==> src/rtl/pitch_event_debounce.sv <==
// -----------------------------------------------------------------------------
// pitch_event_debounce
//
// Debounces the once-per-frame peak-bin output of the FFT pitch detector into
// clean command events for the robot control logic. Each valid frame is
// classified by bin range as WHISTLE, BEEP or NONE. A run of CONFIRM_FRAMES
// consecutive frames of one class fires a single-cycle event. The event stays
// active until RELEASE_FRAMES non-matching frames arrive, or until the
// pitch_valid timeout. A hold-off lockout of HOLDOFF_CYCLES clocks then
// follows before the block re-arms.
//
// Ports:
//   clk           fft_clk domain clock
//   reset         asynchronous, active-low reset
//   pitch_k       peak bin of the current frame (0 = silence)
//   pitch_valid   one-cycle strobe per FFT frame; pitch_k sampled only when high
//   event_valid   one-cycle pulse, one cycle after the confirming frame strobe
//   event_code    00 none, 01 whistle, 10 beep; held from confirm until IDLE
//   event_active  high while CONFIRMED
//   busy          high in any state other than IDLE
//   whistle_count saturating count of whistle events (PITCH_EVENT_STATS_EN only)
//   beep_count    saturating count of beep events    (PITCH_EVENT_STATS_EN only)
//
// Build option:
//   PITCH_EVENT_STATS_EN  when defined, adds the whistle_count/beep_count
//                         outputs. Event behaviour is identical either way.
// -----------------------------------------------------------------------------
module pitch_event_debounce #(
    parameter int unsigned NSamples       = 256,
    parameter int unsigned LOWER_WHISTLE  = 45,
    parameter int unsigned UPPER_WHISTLE  = 60,
    parameter int unsigned LOWER_BEEP     = 10,
    parameter int unsigned UPPER_BEEP     = 20,
    parameter int unsigned CONFIRM_FRAMES = 4,
    parameter int unsigned RELEASE_FRAMES = 3,
    parameter int unsigned HOLDOFF_CYCLES = 1024,
    parameter int unsigned TIMEOUT_CYCLES = 65536,
    localparam int unsigned K_W           = $clog2(NSamples)
) (
    input  logic           clk,
    input  logic           reset,
    input  logic [K_W-1:0] pitch_k,
    input  logic           pitch_valid,
    output logic           event_valid,
    output logic [1:0]     event_code,
    output logic           event_active,
    output logic           busy
`ifdef PITCH_EVENT_STATS_EN
    ,
    output logic [15:0]    whistle_count,
    output logic [15:0]    beep_count
`endif
);

    // -------------------------------------------------------------------------
    // Constants
    // -------------------------------------------------------------------------
    localparam logic [1:0] IDLE      = 2'd0;
    localparam logic [1:0] CANDIDATE = 2'd1;
    localparam logic [1:0] CONFIRMED = 2'd2;
    localparam logic [1:0] HOLDOFF   = 2'd3;

    localparam logic [1:0] CLASS_NONE    = 2'b00;
    localparam logic [1:0] CLASS_WHISTLE = 2'b01;
    localparam logic [1:0] CLASS_BEEP    = 2'b10;

    // frame_cnt serves both the confirm run and the release run, so it is sized
    // for the larger of the two and saturates there.
    localparam int unsigned FRAME_MAX =
        (CONFIRM_FRAMES > RELEASE_FRAMES) ? CONFIRM_FRAMES : RELEASE_FRAMES;
    localparam int unsigned FRAME_W = $clog2(FRAME_MAX + 1);

    localparam logic [FRAME_W-1:0] CONFIRM_CNT = FRAME_W'(CONFIRM_FRAMES);
    localparam logic [FRAME_W-1:0] RELEASE_CNT = FRAME_W'(RELEASE_FRAMES);
    localparam logic [FRAME_W-1:0] FRAME_SAT   = FRAME_W'(FRAME_MAX);
    localparam logic [FRAME_W-1:0] FRAME_ONE   = FRAME_W'(1);

    localparam logic [31:0] TIMEOUT_LAST = 32'(TIMEOUT_CYCLES - 1);
    localparam logic [31:0] HOLDOFF_LAST = 32'(HOLDOFF_CYCLES - 1);

    // -------------------------------------------------------------------------
    // State
    // -------------------------------------------------------------------------
    logic [1:0]         state_q, state_d;
    logic [1:0]         cand_class_q, cand_class_d;
    logic [FRAME_W-1:0] frame_cnt_q, frame_cnt_d;
    logic [31:0]        cyc_cnt_q, cyc_cnt_d;

    logic               event_valid_q, event_valid_d;
    logic [1:0]         event_code_q, event_code_d;
    logic               event_active_q, event_active_d;
    logic               busy_q, busy_d;

    // -------------------------------------------------------------------------
    // Frame classification (combinational, used only with pitch_valid)
    // -------------------------------------------------------------------------
    logic [31:0] k_ext;
    logic [1:0]  frame_class;

    always_comb begin
        // Widen before comparing so an upper bound equal to NSamples still works.
        k_ext = 32'(pitch_k);
        if ((k_ext > 32'(LOWER_WHISTLE)) && (k_ext < 32'(UPPER_WHISTLE))) begin
            frame_class = CLASS_WHISTLE;
        end else if ((k_ext > 32'(LOWER_BEEP)) && (k_ext < 32'(UPPER_BEEP))) begin
            frame_class = CLASS_BEEP;
        end else begin
            frame_class = CLASS_NONE;
        end
    end

    // -------------------------------------------------------------------------
    // Saturating increments and timeout detection
    // -------------------------------------------------------------------------
    logic [FRAME_W-1:0] frame_inc;
    logic [31:0]        cyc_inc;
    logic               timeout;

    always_comb begin
        frame_inc = (frame_cnt_q == FRAME_SAT) ? frame_cnt_q : (frame_cnt_q + FRAME_ONE);
        cyc_inc   = (cyc_cnt_q == 32'hFFFF_FFFF) ? cyc_cnt_q : (cyc_cnt_q + 32'd1);
        // A frame arriving in the same cycle takes priority over the timeout.
        timeout   = !pitch_valid && (cyc_cnt_q >= TIMEOUT_LAST);
    end

    // -------------------------------------------------------------------------
    // Next-state logic
    // -------------------------------------------------------------------------
    logic fire;

    always_comb begin
        state_d      = state_q;
        cand_class_d = cand_class_q;
        frame_cnt_d  = frame_cnt_q;
        cyc_cnt_d    = cyc_cnt_q;
        fire         = 1'b0;

        unique case (state_q)
            IDLE: begin
                frame_cnt_d = '0;
                cyc_cnt_d   = '0;
                if (pitch_valid && (frame_class != CLASS_NONE)) begin
                    cand_class_d = frame_class;
                    if (CONFIRM_FRAMES == 1) begin
                        state_d = CONFIRMED;
                        fire    = 1'b1;
                    end else begin
                        state_d     = CANDIDATE;
                        frame_cnt_d = FRAME_ONE;
                    end
                end
            end

            CANDIDATE: begin
                if (pitch_valid) begin
                    cyc_cnt_d = '0;
                    if (frame_class == CLASS_NONE) begin
                        state_d     = IDLE;
                        frame_cnt_d = '0;
                    end else if (frame_class == cand_class_q) begin
                        // Compare the incremented count so the confirming frame
                        // itself completes the run.
                        if (frame_inc >= CONFIRM_CNT) begin
                            state_d     = CONFIRMED;
                            frame_cnt_d = '0;
                            fire        = 1'b1;
                        end else begin
                            frame_cnt_d = frame_inc;
                        end
                    end else begin
                        // The other class restarts the run rather than aborting it.
                        cand_class_d = frame_class;
                        frame_cnt_d  = FRAME_ONE;
                    end
                end else if (timeout) begin
                    state_d     = IDLE;
                    frame_cnt_d = '0;
                    cyc_cnt_d   = '0;
                end else begin
                    cyc_cnt_d = cyc_inc;
                end
            end

            CONFIRMED: begin
                // frame_cnt here counts consecutive non-matching frames.
                if (pitch_valid) begin
                    cyc_cnt_d = '0;
                    if (frame_class == cand_class_q) begin
                        frame_cnt_d = '0;
                    end else if (frame_inc >= RELEASE_CNT) begin
                        state_d     = HOLDOFF;
                        frame_cnt_d = '0;
                    end else begin
                        frame_cnt_d = frame_inc;
                    end
                end else if (timeout) begin
                    state_d     = HOLDOFF;
                    frame_cnt_d = '0;
                    cyc_cnt_d   = '0;
                end else begin
                    cyc_cnt_d = cyc_inc;
                end
            end

            HOLDOFF: begin
                // Frames are ignored; cyc_cnt now measures the lockout.
                if (cyc_cnt_q >= HOLDOFF_LAST) begin
                    state_d      = IDLE;
                    cyc_cnt_d    = '0;
                    frame_cnt_d  = '0;
                    cand_class_d = CLASS_NONE;
                end else begin
                    cyc_cnt_d = cyc_inc;
                end
            end

            default: begin
                state_d      = IDLE;
                cand_class_d = CLASS_NONE;
                frame_cnt_d  = '0;
                cyc_cnt_d    = '0;
            end
        endcase
    end

    // -------------------------------------------------------------------------
    // Registered outputs, derived from the next state so they line up with it
    // -------------------------------------------------------------------------
    always_comb begin
        event_valid_d  = fire;
        event_active_d = (state_d == CONFIRMED);
        busy_d         = (state_d != IDLE);
        if (fire) begin
            event_code_d = cand_class_d;
        end else if (state_d == IDLE) begin
            event_code_d = CLASS_NONE;
        end else begin
            event_code_d = event_code_q;
        end
    end

    always_ff @(posedge clk or negedge reset) begin
        if (!reset) begin
            state_q        <= IDLE;
            cand_class_q   <= CLASS_NONE;
            frame_cnt_q    <= '0;
            cyc_cnt_q      <= '0;
            event_valid_q  <= 1'b0;
            event_code_q   <= CLASS_NONE;
            event_active_q <= 1'b0;
            busy_q         <= 1'b0;
        end else begin
            state_q        <= state_d;
            cand_class_q   <= cand_class_d;
            frame_cnt_q    <= frame_cnt_d;
            cyc_cnt_q      <= cyc_cnt_d;
            event_valid_q  <= event_valid_d;
            event_code_q   <= event_code_d;
            event_active_q <= event_active_d;
            busy_q         <= busy_d;
        end
    end

    assign event_valid  = event_valid_q;
    assign event_code   = event_code_q;
    assign event_active = event_active_q;
    assign busy         = busy_q;

`ifdef PITCH_EVENT_STATS_EN
    // -------------------------------------------------------------------------
    // Event statistics: counted alongside the event_valid pulse, saturating
    // -------------------------------------------------------------------------
    logic [15:0] whistle_count_q, whistle_count_d;
    logic [15:0] beep_count_q, beep_count_d;

    always_comb begin
        whistle_count_d = whistle_count_q;
        beep_count_d    = beep_count_q;
        if (fire && (event_code_d == CLASS_WHISTLE) && (whistle_count_q != 16'hFFFF)) begin
            whistle_count_d = whistle_count_q + 16'd1;
        end
        if (fire && (event_code_d == CLASS_BEEP) && (beep_count_q != 16'hFFFF)) begin
            beep_count_d = beep_count_q + 16'd1;
        end
    end

    always_ff @(posedge clk or negedge reset) begin
        if (!reset) begin
            whistle_count_q <= '0;
            beep_count_q    <= '0;
        end else begin
            whistle_count_q <= whistle_count_d;
            beep_count_q    <= beep_count_d;
        end
    end

    assign whistle_count = whistle_count_q;
    assign beep_count    = beep_count_q;
`endif

endmodule

==> config.mk <==
export PLATFORM = sky130hd
export DESIGN_NAME = pitch_event_debounce
export DESIGN_NICKNAME = d
export VERILOG_FILES = /design/src/rtl/pitch_event_debounce.sv
export SDC_FILE = /design/constraint.sdc
export NUM_CORES = 1
export LEC_CHECK = 0
export CORE_UTILIZATION = 45
export DETAILED_ROUTE_END_ITERATION = 8
export GPL_TIMING_DRIVEN = 0
export PLACE_DENSITY_LB_ADDON = 0.1
export SLEW_MARGIN = 25
export SYNTH_ARGS = -nofsm -noshare
export SYNTH_HDL_FRONTEND = slang
export SYNTH_SLANG_ARGS = --single-unit
==> constraint.sdc <==
create_clock -name clk -period 3.37 [get_ports clk]
set_input_delay 0.8425 -clock clk [delete_from_list [all_inputs] [get_ports clk]]
set_output_delay 0.8425 -clock clk [all_outputs]
set_load 0.005 [all_outputs]
; ---- Word-level counts from Yosys, hierarchy flattened
; Cells that the tools add are included.
[word_totals]
ff_bits = 44
latchBits = 0
ramBits = 0
rom_bits = 0
inputBits = 11
out_inout_bits = 5
word_cells = 82
memories = 0
[op_classes]
n_addsub = 2
n_mul = 0
div_mod_pow = 0
n_lt_le_gt_ge = 8
n_eq_ne = 8
shift = 0
muxes = 44
bitwise_logic = 0
n_reduce_logical = 12
[ops]
columns = cell, n
row1 = 2-to-1 mux 32 bit, 4
row2 = one-hot mux 32 bit (3 select lines), 1
row3 = 2-to-1 mux 2 bit, 20
row4 = adder 32 x 1 -> 32 bit (second input constant), 1
row5 = == test 32 bit (second input constant), 1
row6 = >= comparator 32 x 10 -> 1 bit (second input constant), 1
row7 = >= comparator 32 x 16 -> 1 bit (second input constant), 1
row8 = 2-to-1 mux 3 bit, 10
row9 = one-hot mux 3 bit (4 select lines), 1
row10 = greater-than comparator 8 x 4 -> 1 bit (second input constant), 1
row11 = greater-than comparator 8 x 6 -> 1 bit (second input constant), 1
row12 = less-than comparator 8 x 5 -> 1 bit (second input constant), 1
row13 = less-than comparator 8 x 6 -> 1 bit (second input constant), 1
row14 = one-hot mux 2 bit (4 select lines), 1
row15 = == test 2 bit (second input constant), 3
row16 = zero test 2 bit, 3
row17 = 2-to-1 mux 1 bit, 6
row18 = one-hot mux 2 bit (3 select lines), 1
row19 = nonzero test 2 bit, 3
row20 = logical AND 1 bit, 4
row21 = adder 3 x 1 -> 3 bit (second input constant), 1
row22 = == test 3 bit (second input constant), 1
row23 = >= comparator 3 x 2 -> 1 bit (second input constant), 1
row24 = >= comparator 3 bit (second input constant), 1
row25 = other kinds (5), 5

; ---- Longest topological paths before layout
[logic_depth]
word_depth = 12
ltp_mapped = 10
ltp_nobuf = 10

; ---- Least setup slack after synthesis
; Ideal clock, no wire load.
[synth_path]
path_kind = input -> register
from = input pitch_k[6]
to = register event_active_q (netlist: event_active)
setup_ns = 0.123
arrival_time_ns = 2.261
t_required_ns = 3.247
path_slack_ns = 0.986
cell_stages = 8
path_buffers = 0
path_cell_list = nor2_1 > o311a_4 > nor4_4 > or2_1 > a21o_1 > a221o_1 > inv_1 > nor2_1
[synth_via]
elab_chain_cells = 10
word_cells_on_any_way = 20
classes_between = order compare (4) / eq/ne (2) / mux (9) / reduce/logical (5)
[synth_rtl]
columns = item, line_no
row1 = start: declaration, 42  ; input logic [K_W-1:0] pitch_k,
row2 = greater-than comparator 8 x 4 -> 1 bit or less-than comparator 8 x 5 -> 1 bit (tied branches), 105  ; end else if ((k_ext > 32'(LOWER_BEEP)) && (k_ext < 32'(UPPER_BEEP))) begin
row3 = logical AND 1 bit, 105
row4 = 2-to-1 mux 2 bit, 105
row5 = 2-to-1 mux 2 bit *, 103  ; if ((k_ext > 32'(LOWER_WHISTLE)) && (k_ext < 32'(UPPER_WHISTLE))) begin
row6 = == test 2 bit, "160, 188"
row7 = 2-to-1 mux 2 bit, 160  ; end else if (frame_class == cand_class_q) begin
row8 = 2-to-1 mux 2 bit, 157  ; if (frame_class == CLASS_NONE) begin
row9 = 2-to-1 mux 2 bit, 155  ; if (pitch_valid) begin
row10 = one-hot mux 2 bit (4 select lines) *, 138  ; unique case (state_q)
row11 = named net state_d[0], 84  ; logic [1:0] state_q, state_d;
row12 = == test 2 bit *, 231  ; event_active_d = (state_d == CONFIRMED);
row13 = named net event_active_d, 91  ; logic event_active_q, event_active_d;
row14 = end signal: assignment, 259  ; event_active_q <= event_active_d;
row15 = end: declaration, 91
; Mark *: on every way through the listed nets, which the timed path passes. The rest lies on a longest branch.
; A chain may end at the register's enable or synchronous reset.

; ---- Final worst setup path
[layout_path]
from = input pitch_k[5]
to = register event_active_q (netlist: event_active)
; The elaborated chain is that of the path after synthesis.

==> metrics.cfg <==
[clock_network]
htree_num_levels = 2
cts_root_buffer = clkbuf_8
cts.sinks = 44
path_clk_slew_ns = 0.08
cts_setup_buffers = 0
hold_buffers = 0
clk_latency_ns = 0.29
cts_tree = built
numCtsBuffers = 5
clock_path_buffers = 2
post_cts_resized = 0

[detailed_routing]
vias = 1655
totalWireLength_um = 4003
avgViaCountPerCell = 5.077
wire_per_inst_um = 12.28
ant_nets = 0
firstDrtPassIters = 4
drc = 0
drt_iter0_drc = 82

[timing]
fin_tns_setup_ns = 0
setup_viol_count_final = 0
final_hold_viol_count = 0
period_needed_ns = 2.800
rsz0062_at_grt = false
min_period_over_period = 0.8308
fin_ws_ns = 0.5702
maxSlewViolCount = 0
worst_pin_slew_ns = 0.9757
fmax_ghz = 0.3572
slew_headroom = 0.3403
finClkSkew_ns = 0.008111

[finish]
multi_input_area_um2 = 1181
regArea_um2 = 1101
drive_above_1_share = 0.1081
fin_area_um2 = 2706
antenna_cells = 0
post-route-util = 0.5655
syn_to_final_growth_pct = 18.72
fillers = 412
final_nets = 276

[yosys]
async_flop_share = 1.000
syn_inst = 220
yosysSeqAreaShare = 0.4830
yosysUniqueCellTypes = 52
ys_ff_latch = 44
syn-cell-area_um2 = 2280
synth_top_flop_cell = dfrtp_1
yosys_warnings = 0
post_synth.cell_area_avg_um2 = 10.36
synth_enable_flop_cells = 0

[global_route]
busiest_layer = met2
grt_pass1_wl_um = 6969
met3_usage = 0.04006
met1_usage = 0.2284
grt_pass1_vias = 1581
overflow = 0
grt_max_degree = 30
grtUsageTotal = 0.1701
antenna_found_initial = 0
gr-usage-met2 = 0.2675

[critical_path]
arrival_ns = 2.97
endpoint_kind = flop
setup.worst_path.start_class = input port
cp_max_fo = 6
required_ns = 3.54
path_class = input port to flop

[power]
seq_power_share = 0.481
p_int_mw = 0.8888
power_density_nw_per_um2 = 444.1
pwr-share-comb = 0.172
finalPower_mw = 1.202
peakVddDrop_mv = 0.2887
leakage_nw = 1.144
switching_power_mw = 0.3130
clock_power_share = 0.347
switching_share = 0.2605

[placed_design]
post-place-ws_ns = 0.2963
place.gp.congestion = 0.7845
port-buffer-count = 15
post-dp-hpwl_um = 2998
dpl-instance-area_um2 = 2585

[job]
drv_cap = 0

[floorplanning]
io_pins = 16
fp.dieArea_um2 = 5355
die_w_um = 73.18
core_um2 = 4786
initial_core_util = 0.4763
fp.dieH_um = 73.18
rows = 25

[worst_hold_path]
hp-class = input port to async pin

[run_status]
outcome = completed

logic make-up (layout without fill, tap and decap cells):
kind of cell | Yosys count | count (layout) | synth area share
compound gates | 40 | 40 | 0.1323
xor+xnor | 14 | 14 | 0.05378
fa+ha+maj | 7 | 7 | 0.03842
buf+inv | 12 | 36 | 0.02360
flops | 44 | 44 | 0.4830
mux | 3 | 3 | 0.01317
other cells | 1 | 16 | 0.001645
simple gates | 99 | 99 | 0.2541
final cells by class:
class                   count  share of cell area
inverters                   8             0.01110
clock buffers               6             0.03051
repair buffers             16             0.06103
multi-input cells         179              0.4364
flip-flops and latches     44              0.4068
plain buffers               4            0.008784
clock inverters             2             0.01433
well taps                  67             0.03098
Yosys cell counts (all sizes together), types with 2 or more instances:
cell,instances,share of area
and2,4,0.011
and3,2,0.0055
o21ai,11,0.026
o21a,4,0.013
ha,7,0.038
mux2i,3,0.013
nor4,8,0.042
a21oi,6,0.015
or2,2,0.0055
a21boi,2,0.0066
nand4,9,0.025
xor2,10,0.038
o31ai,4,0.013
nor3b,2,0.0066
nand2,12,0.021
nand3,11,0.024
nor4b,3,0.012
nor2b,3,0.0082
nor3,5,0.015
buf,2,0.0071
nor2,29,0.048
clkbuf,2,0.0033
xnor2,4,0.015
a21o,3,0.0099
nand3b,3,0.0099
dfrtp,44,0.48
inv,8,0.013
a31oi,2,0.0082
through the flow:
step	hold WS, ns	cells
4_1_cts	0.4672	326
2_1_floorplan	0.4915	235
6_report	0.4558	326
3_5_place_dp	0.5212	318
3_3_place_gp	0.5205	317
5_1_grt	0.4726	326
worst max-delay path, cell delays in order:
cell and delay, ns:
clkdlybuf4s50_1 0.58, a21boi_0 0.26, o21ai_0 0.12, a21oi_1 0.33
o21ai_1 0.13, a21o_1 0.17, a221o_1 0.40, inv_1 0.10
nor2_1 0.05
power by group through the flow:
stage          clock network, mW  logic [mW]  registers, mW
3_3_place_gp                   0       0.204          0.589
2_1_floorplan                  0       0.139          0.585
5_1_grt                    0.454       0.231          0.582
3_5_place_dp                   0       0.206          0.589
6_report                   0.417       0.206          0.578
4_1_cts                    0.428       0.207          0.578
worst paths after layout:
kind | cells after the start | from | end | slack, ns
worst max register to register | 8 | cyc_cnt_q[0] | cyc_cnt_q[11] | 0.95
min in group clk | 1 | frame_cnt_q[1] | frame_cnt_q[1] | 0.54
worst min-delay path | 1 | reset | event_active | 0.46
max in group asynchronous | 2 | reset | cyc_cnt_q[28] | 2.45
worst min register to register | 1 | frame_cnt_q[1] | frame_cnt_q[1] | 0.54
worst max-delay path | 9 | pitch_k[5] | event_active | 0.57
registers in the layout, summed over array words and instances (netlist names):
register,cells
frame_cnt_q,3
event_valid,1
cand_class_q,2
busy,1
state_q,2
event_active,1
cyc_cnt_q,32
event_code,2
placed cells by master (no fill, tap or decap), drive strengths merged, types with 2 or more instances in the layout:
master	netlist	routed
nor4	8	8
o21ai	11	11
xnor2	4	4
buf	2	4
a31oi	2	2
nor4b	3	3
inv	8	8
a21o	3	3
nand3	11	11
xor2	10	10
clkdlybuf4s50	0	14
nor3	5	5
o31ai	4	4
nor2	29	29
nand2	12	12
nor2b	3	3
and2	4	4
and3	2	2
nand4	9	9
dfrtp	44	44
conb	1	16
o21a	4	4
mux2i	3	3
clkbuf	2	8
nand3b	3	3
or2	2	2
ha	7	7
nor3b	2	2
a21boi	2	2
a21oi	6	6
routing by layer:
metal / routed length [um] / up-vias
li1: - / 845
met1: 2034 / 781
met2: 1772 / 22
met3: 146 / 7
met4: 50 / 0
met5: 0 / -
No activity file was read; power rests on OpenSTA's default activity.
